===== config.mk =====
export PLATFORM = sky130hd
export DESIGN_NAME = fetch_sequencer
export DESIGN_NICKNAME = d
export VERILOG_FILES = /design/src/rtl/fetch_sequencer.sv
export SDC_FILE = /design/constraint.sdc
export NUM_CORES = 1
export LEC_CHECK = 0
export CAP_MARGIN = 20
export CORE_MARGIN = 3
export CORE_UTILIZATION = 32
export DETAILED_ROUTE_END_ITERATION = 16
export HOLD_SLACK_MARGIN = 0.06
export PLACE_DENSITY = 0.63
export RECOVER_POWER = 25
export SLEW_MARGIN = 20
export SYNTH_ARGS = -nofsm -noshare
export SYNTH_HDL_FRONTEND = slang
export SYNTH_SLANG_ARGS = --single-unit

===== constraint.sdc =====
create_clock -name Clk -period 2.1 [get_ports Clk]
set_clock_uncertainty 0.1 [all_clocks]
set_input_delay 0.525 -clock Clk [delete_from_list [all_inputs] [get_ports Clk]]
set_output_delay 0.525 -clock Clk [all_outputs]
set_load 0.01 [all_outputs]

===== src/rtl/fetch_sequencer.sv =====
// Program sequencer for the 9-bit accumulator core.
// Owns ProgCtr, decoder mode, PrevInstruction, the CMP flags and the Start/Done handshake.
module fetch_sequencer #(
  parameter int unsigned PC_W       = 9,
  parameter int unsigned START_ADDR = 0,
  parameter int unsigned PROG_LEN   = 512,
  parameter int unsigned SKIP       = 2
) (
  input  logic            Clk,
  input  logic            Reset,
  input  logic            Start,
  input  logic [8:0]      Instruction,
  input  logic [1:0]      NextState,
  input  logic            BranchEn,
  input  logic            CMPLoadEn,
  input  logic [2:0]      CmpIn,
  input  logic            Ack,
  output logic [PC_W-1:0] ProgCtr,
  output logic [1:0]      CurrState,
  output logic [8:0]      PrevInstruction,
  output logic [2:0]      CMPBits,
  output logic            Done,
  output logic            Overrun
);

  typedef enum logic [1:0] {
    S_IDLE = 2'b00,
    S_RUN  = 2'b01,
    S_HALT = 2'b10
  } state_t;

  typedef enum logic [1:0] {
    M_REG = 2'b00,
    M_TGT = 2'b01,
    M_IMM = 2'b10,
    M_NOP = 2'b11
  } mode_t;

  state_t          r_state;
  mode_t           r_mode;
  logic [PC_W-1:0] r_pc;
  logic [8:0]      r_prev;
  logic [2:0]      r_cmp;
  logic            r_done;
  logic            r_overrun;

  logic [PC_W-1:0] w_pc_next;
  mode_t           w_mode_next;
  logic            w_ack;
  logic            w_overrun;

  always_comb begin
    w_pc_next   = r_pc;
    w_mode_next = M_REG;
    w_ack       = 1'b0;
    case (r_mode)
      M_REG: begin
        if (Ack) begin
          w_ack = 1'b1;
        end else if (BranchEn) begin
          w_pc_next = r_pc + PC_W'(SKIP);
        end else begin
          w_pc_next   = r_pc + PC_W'(1);
          w_mode_next = mode_t'(NextState);
        end
      end
      M_TGT: begin
        // Operand word: absolute target only when the preceding word was a branch.
        if (r_prev[8]) w_pc_next = PC_W'(Instruction);
        else           w_pc_next = r_pc + PC_W'(1);
      end
      default: w_pc_next = r_pc + PC_W'(1);
    endcase
    // Widened compare so PROG_LEN may equal 2^PC_W (overrun then never fires).
    w_overrun = !w_ack && (32'(w_pc_next) >= PROG_LEN);
  end

  always_ff @(posedge Clk) begin
    if (Reset) begin
      r_state   <= S_IDLE;
      r_mode    <= M_REG;
      r_pc      <= PC_W'(START_ADDR);
      r_prev    <= '0;
      r_cmp     <= '0;
      r_done    <= 1'b0;
      r_overrun <= 1'b0;
    end else if (Start) begin
      r_state   <= S_RUN;
      r_mode    <= M_REG;
      r_pc      <= PC_W'(START_ADDR);
      r_prev    <= '0;
      r_cmp     <= '0;
      r_done    <= 1'b0;
      r_overrun <= 1'b0;
    end else if (r_state == S_RUN) begin
      r_prev <= Instruction;
      if (CMPLoadEn) r_cmp <= CmpIn;
      if (w_ack) begin
        r_state <= S_HALT;
        r_done  <= 1'b1;
      end else begin
        r_pc   <= w_pc_next;
        r_mode <= w_mode_next;
        if (w_overrun) begin
          r_state   <= S_HALT;
          r_done    <= 1'b1;
          r_overrun <= 1'b1;
        end
      end
    end
  end

  assign ProgCtr         = r_pc;
  assign CurrState       = r_mode;
  assign PrevInstruction = r_prev;
  assign CMPBits         = r_cmp;
  assign Done            = r_done;
  assign Overrun         = r_overrun;

endmodule

==> flow_summary_export.csv, run 1 <==
group,metric,value,unit
status,status,"finished clean",
yosys,muxShareOfSynthArea,0.684,%
route,drc,0,
floorplanning,rows,23,
yosys,yosysUniqueCellTypes,48,
route,via_per_inst,5.34,
pwr,p_leak,0.710,nW
timing,drv_slew,0,
yosys,synth_top_family_by_area,"simple AND/OR/NAND/NOR gates",
clock_network,cts-htree-levels,1,
yosys,ys_seq_elements,25,
worst_setup_path,crit_slowest_cell,"clkdlybuf4s50_1",
placement,gp_congestion,0.883,
worst_setup_path,cp_max_fo,9,
hold_path,hp-class,"reg -> reg",
timing,finalHoldViolCount,0,
cells_and_area,final_cells,301,
worst_setup_path,required,1.47,ns
placement,place_area,2040,um^2
cells_and_area,design_area,2080,um^2
placement,dpl.hpwl,3270,um
route,via_count,1608,
timing,setup_tns,0,ns
cells_and_area,multi_input_comb_area,878,um^2
pwr,swShare,24.9,%
yosys,syn_inst,199,
cells_and_area,diodes,0,
floorplanning,core,4200,um^2
yosys,syn_nets,221,
timing,grt_setup_unrepaired,"no",
clock_network,numClockSinks,25,
route,drt_iter0_drc,114,
clock_network,root_buffer,"clkbuf_8",
floorplanning,io_pins,45,
pwr,p_sw,233,uW
clock_network,insertion_delay,0.27,ns
pwr,seq_power_share,52.3,%
cells_and_area,drive_gt1_share,12.7,%
global_routing,grt_pass1_vias,1493,
worst_setup_path,crit_buf_inv,1,
yosys,synthAdderAreaFrac,1.71,%
floorplanning,fp.dieArea,5420,um^2
worst_setup_path,startpoint_type,"flop",
clock_network,cts_tree,"done",
global_routing,grt_use_total,16.3,%
global_routing,antenna_found_initial,0,
yosys,synth_edf_count,0,
yosys,synthFlopType,"dfxtp_1",
yosys,ys_async_sr_fraction,0,%
yosys,synth_area,1460,um^2
timing,slew_headroom,57.0,%
placement,pre_cts_slack,-0.155,ns
timing,min_period_over_period,96.2,%
pwr,p_int,702,uW
route,first_pass_iters,6,
global_routing,grt_overflow_total,0,
run,drv_cap,0,
global_routing,grt_max_degree,14,
yosys,synth-compound-area-share,26.8,%
timing,fmax,495,MHz
timing,finalSetupViolCount,0,
cells_and_area,fillers,429,
clock_network,cts_hold_buf,0,
clock_network,clk_pin_slew_worst_paths,0.09,ns
worst_setup_path,end_kind,"output port",
yosys,synth_xor_area_share,1.80,%
pwr,combPwrFrac,17.0,%
worst_setup_path,criticalPathCategory,"reg -> out",
yosys,synth.avg_cell_area,7.35,um^2
worst_setup_path,max_stage_delay,0.61,ns
timing,worst_slack,0.0801,ns
floorplanning,die_width,73.6,um
timing,fin_crit,2.02,ns
placement,io_buffers,43,
cells_and_area,seqCellArea,502,um^2
clock_network,cts_buffers,3,
timing,hold_ws,0.357,ns
worst_setup_path,cpLargestDelayFamily,"buffers and inverters",
yosys,ys.warnings.count,0,
cells_and_area,synthToLayoutAreaGrowth,42.4,%
placement,dp_cells,297,
pwr,ir_drop,0.271,mV
worst_setup_path,arrival,1.39,ns
pwr,powerDensity,449,nW/um^2
global_routing,grt_pass1_wl,6980,um
route,wl_per_cell,13.9,um
timing,tightest_slew,0.645,ns
route,drt_wl_total,4190,um
yosys,yosys.area_share.simple,28.8,%
clock_network,clk_path_buf_depth,2,
cells_and_area,final_nets,274,
floorplanning,die_y,73.6,um
pwr,pwr-share-clk,30.6,%
route,antenna_left,0,
yosys,yosysSeqAreaShare,34.2,%
worst_setup_path,crit_chain,"clkdlybuf4s50_1",
floorplanning,start_util,34.8,%
[sequential cells by signal, summed over array words and instances, names as in the netlist]
register,flops
Done,1
ProgCtr,9
CMPBits,3
PrevInstruction,9
r_state,1
CurrState,2
[power by group through the flow]
| stage | sequential, mW | clock (mW) | combinational (mW) |
|---|---|---|---|
| 2_1_floorplan | 0.503 | 0 | 0.0628 |
| 3_3_place_gp | 0.501 | 0 | 0.161 |
| 3_5_place_dp | 0.501 | 0 | 0.161 |
| 4_1_cts | 0.490 | 0.300 | 0.162 |
| 5_1_grt | 0.491 | 0.311 | 0.174 |
| 6_report | 0.490 | 0.287 | 0.159 |
[through the flow]
| step | power [mW] | utilization (%) |
|---|---|---|
| 6_report | 0.935 | 49.6 |
| 3_3_place_gp | 0.662 | 48.7 |
| 3_5_place_dp | 0.662 | 48.7 |
| 2_1_floorplan | 0.566 | - |
| 5_1_grt | 0.976 | 49.6 |
| 4_1_cts | 0.951 | 49.8 |
[logic make-up after synthesis]
kind of cell | after synthesis
AO/OA/AOI/OAI | 62
XOR/XNOR | 3
adder cells (fa/ha/maj) | 2
buffers and inverters | 20
flip-flops | 25
multiplexers | 1
other | 1
AND/OR/NAND/NOR | 85
[cells in the final DEF (no fill, tap or decap), types with 2 or more instances in the layout]
cell / n
a211oi_1: 2
clkbuf_1: 3
o211ai_1: 2
or2_2: 3
a21oi_1: 24
a22oi_1: 3
ha_1: 2
inv_1: 4
o221ai_1: 2
nor4_1: 3
nor3_1: 4
clkbuf_8: 3
nor2_1: 15
xor2_1: 2
buf_4: 19
or3b_1: 2
nor2b_1: 2
nand3_1: 10
nand4_1: 4
o21ai_0: 13
clkdlybuf4s50_1: 42
dfxtp_1: 24
nand2_1: 30
nand2b_1: 4
a31oi_1: 3
[repair_timing]
action / in CTS / in global routing
setup endpoints to repair: 1 / 0
buffers inserted: 0 / 0
gates resized for setup: 1 / 0
[worst paths after layout]
kind         slack, ns  cells past startpoint                              end                            start
max               0.08                      1                       ProgCtr[4]          ProgCtr[4]$_SDFFE_PP0P_
min               0.36                      2  PrevInstruction[4]$_SDFFE_PP0P_  PrevInstruction[4]$_SDFFE_PP0P_
max reg2reg       0.20                      6          ProgCtr[7]$_SDFFE_PP0P_          ProgCtr[1]$_SDFFE_PP0P_
min reg2reg       0.36                      2  PrevInstruction[4]$_SDFFE_PP0P_  PrevInstruction[4]$_SDFFE_PP0P_
[layer usage]
layer	GRT usage (%)	share of wire (%)
met1	23.4	49
met2	25.7	45
met3	2.87	5.7
met4	2.82	0.33
met5	0	0
[cell type report]
type / instances / area share, %
flip-flops and latches: 25 / 24.1
clock buffers: 4 / 2.16
repair buffers: 64 / 27.9
well taps: 50 / 3.00
multi-input cells: 154 / 42.2
inverters: 4 / 0.721
[cells in the mapped netlist (2+ instances only)]
| master | n | area share, % |
|---|---|---|
| a21oi_1 | 24 | 8.2 |
| a22oi_1 | 3 | 1.5 |
| nor4_1 | 3 | 1.3 |
| nor3_1 | 4 | 1.4 |
| nor2b_1 | 2 | 0.86 |
| or3b_1 | 2 | 1.2 |
| o221ai_1 | 2 | 1.2 |
| buf_2 | 4 | 1.4 |
| inv_1 | 4 | 1.0 |
| or2_2 | 3 | 1.3 |
| clkbuf_1 | 11 | 2.8 |
| a211oi_1 | 2 | 1.0 |
| dfxtp_1 | 25 | 34 |
| ha_1 | 2 | 1.7 |
| a31oi_1 | 3 | 1.3 |
| nand2b_1 | 4 | 1.7 |
| nand3_1 | 10 | 3.4 |
| nor2_1 | 15 | 3.8 |
| xor2_1 | 2 | 1.2 |
| nand4_1 | 4 | 1.7 |
| o211ai_1 | 2 | 1.0 |
| nand2_1 | 30 | 7.7 |
| o21ai_0 | 13 | 4.4 |
Note: power is estimated with default switching activity, not from simulation.
==> run 2: changes to the inputs <==
CORE_ASPECT_RATIO = 0.7   (was unset)
==> run 2 against run 1 <==
Effect of this change: first-iteration DRC count grew 83%; fmax rose by 0.25%; worst setup slack better by 0.0050 ns; cell area is 0.42% lower; via count is 2.2% higher; critical path depth unchanged; sequential power about the same; critical endpoint is now CurrState[0].
==> flow_summary_export.csv, run 2 (synthesis gave the netlist of run 1 again) <==
group,metric,value,unit
status,status,"finished clean",
clock_network,clk_path_buf_depth,2,
placement,io_buffers,43,
timing,min_period_over_period,95.9,%
cells_and_area,synthToLayoutAreaGrowth,41.8,%
global_routing,antenna_found_initial,0,
worst_setup_path,max_stage_delay,0.60,ns
placement,gp_congestion,0.894,
global_routing,grt_pass1_wl,7160,um
global_routing,grt_pass1_vias,1454,
placement,dpl.hpwl,3530,um
timing,hold_ws,0.357,ns
clock_network,numClockSinks,25,
cells_and_area,final_nets,272,
worst_setup_path,crit_slowest_cell,"clkdlybuf4s50_1",
global_routing,grt_overflow_total,0,
cells_and_area,final_common_cell,"clkdlybuf4s50_1",
worst_setup_path,startpoint_type,"flop",
route,drt_wl_total,4550,um
timing,drv_slew,0,
route,wl_per_cell,15.1,um
hold_path,hp-class,"reg -> reg",
run,drv_cap,0,
floorplanning,die_width,86.8,um
clock_network,cts_tree,"done",
route,met1_length,2250,um
route,drt_iter0_drc,209,
worst_setup_path,arrival,1.39,ns
floorplanning,die_y,62.6,um
pwr,powerDensity,453,nW/um^2
route,dr_wl_met2,1800,um
cells_and_area,diodes,0,
clock_network,root_buffer,"clkbuf_8",
floorplanning,core,4160,um^2
clock_network,cts-htree-levels,1,
pwr,p_leak,0.703,nW
timing,fmax,496,MHz
timing,slew_headroom,59.5,%
timing,finalHoldViolCount,0,
worst_setup_path,criticalPathCategory,"reg -> out",
clock_network,insertion_delay,0.27,ns
clock_network,clk_pin_slew_worst_paths,0.10,ns
floorplanning,start_util,35.2,%
route,dr.max_layer_used,"met4",
worst_setup_path,crit_buf_inv,1,
route,first_pass_iters,5,
floorplanning,io_pins,45,
route,antenna_left,0,
pwr,ir_drop,0.275,mV
timing,grt_setup_unrepaired,"no",
worst_setup_path,cp_max_fo,8,
cells_and_area,final_cells,301,
floorplanning,rows,19,
global_routing,grt_use_total,16.4,%
placement,dp_cells,297,
clock_network,cts_buffers,3,
route,drc,0,
pwr,fin_total_pwr,940,uW
global_routing,grt_max_degree,15,
worst_setup_path,cpLargestDelayFamily,"buffers and inverters",
cells_and_area,drive_gt1_share,13.3,%
route,via_per_inst,5.46,
route,wl_met3,491,um
timing,tightest_slew,0.607,ns
floorplanning,fp.dieArea,5430,um^2
worst_setup_path,required,1.47,ns
worst_setup_path,reg2reg_setup_slack,0.22,ns
clock_network,cts_setup_buffers,0,
cells_and_area,mostFrequentLayoutCells,"clkdlybuf4s50_1 (42), nand2_1 (30), a21oi_1 (24)",
worst_setup_path,crit_chain,"clkdlybuf4s50_1",
worst_setup_path,end_kind,"output port",
timing,fin_crit,2.01,ns
timing,setup_tns,0,ns
cells_and_area,fillers,422,
clock_network,cts_hold_buf,0,
route,via_count,1644,
timing,finalSetupViolCount,0,
-- run 2: cell count changes in the layout (fill, tap and decap cells not counted) --
| cell | previous run | this run |
|---|---|---|
| clkinv_2 | 0 | 1 |
| buf_4 | 19 | 17 |
| dfxtp_2 | 1 | 3 |
| dfxtp_1 | 24 | 22 |
| clkbuf_1 | 3 | 2 |
-- run 2: worst reg2reg max path, delay by kind of cell, from the launching register on --
kind                       cells  cell delay, ns
adders and majority gates      1            0.34
and+or+nand+nor                2            0.55
DFF                            1            0.47
AOI/OAI and AO/OA              3            0.37
-- run 2: metal layers --
layer	vias to the layer above	track usage [%]
met5	-	0
met4	0	1.75
met3	2	5.14
met2	91	22.6
met1	737	25.2
li1	814	-
-- run 2: worst paths after layout --
kind,start,end,cells past startpoint
max,CurrState[0]$_SDFFE_PP0P_,CurrState[0],1
min,PrevInstruction[7]$_SDFFE_PP0P_,PrevInstruction[7]$_SDFFE_PP0P_,2
max reg2reg,ProgCtr[1]$_SDFFE_PP0P_,ProgCtr[7]$_SDFFE_PP0P_,6
min reg2reg,PrevInstruction[7]$_SDFFE_PP0P_,PrevInstruction[7]$_SDFFE_PP0P_,2
-- run 2: area by class of cell --
cell class | instances | area, um^2 | area share (%)
Timing Repair Buffer | 62 | 566 | 27.3
Inverter | 4 | 15.0 | 0.724
Sequential cell | 25 | 504 | 24.3
Clock inverter | 1 | 5.00 | 0.241
Tap cell | 52 | 65.1 | 3.14
Clock buffer | 3 | 41.3 | 1.99
Multi-Input combinational cell | 154 | 878 | 42.3
-- run 2: metrics by stage --
step | util [%] | instance area [um^2] | setup WS, ns
after floorplan | - | 1460 | 0.317
after global placement | 48.8 | 2030 | -0.129
after detailed placement | 48.8 | 2030 | -0.156
after CTS | 50.0 | 2080 | 0.0301
after global routing | 49.9 | 2070 | 0.0277
final | 49.9 | 2070 | 0.0851
-- run 2: where the power goes --
group / switching [mW] / internal, mW / leakage [nW] / total, mW
clock network: 0.159 / 0.133 / 0.0255 / 0.292
logic: 0.0756 / 0.0812 / 0.474 / 0.157
registers: 0.00828 / 0.483 / 0.204 / 0.491
total: 0.243 / 0.697 / 0.703 / 0.940
-- run 2: repair_timing --
item | CTS | global route
resized for setup | 1 | 2
endpoints found under the hold margin | 0 | 0
setup endpoints to repair | 1 | 2
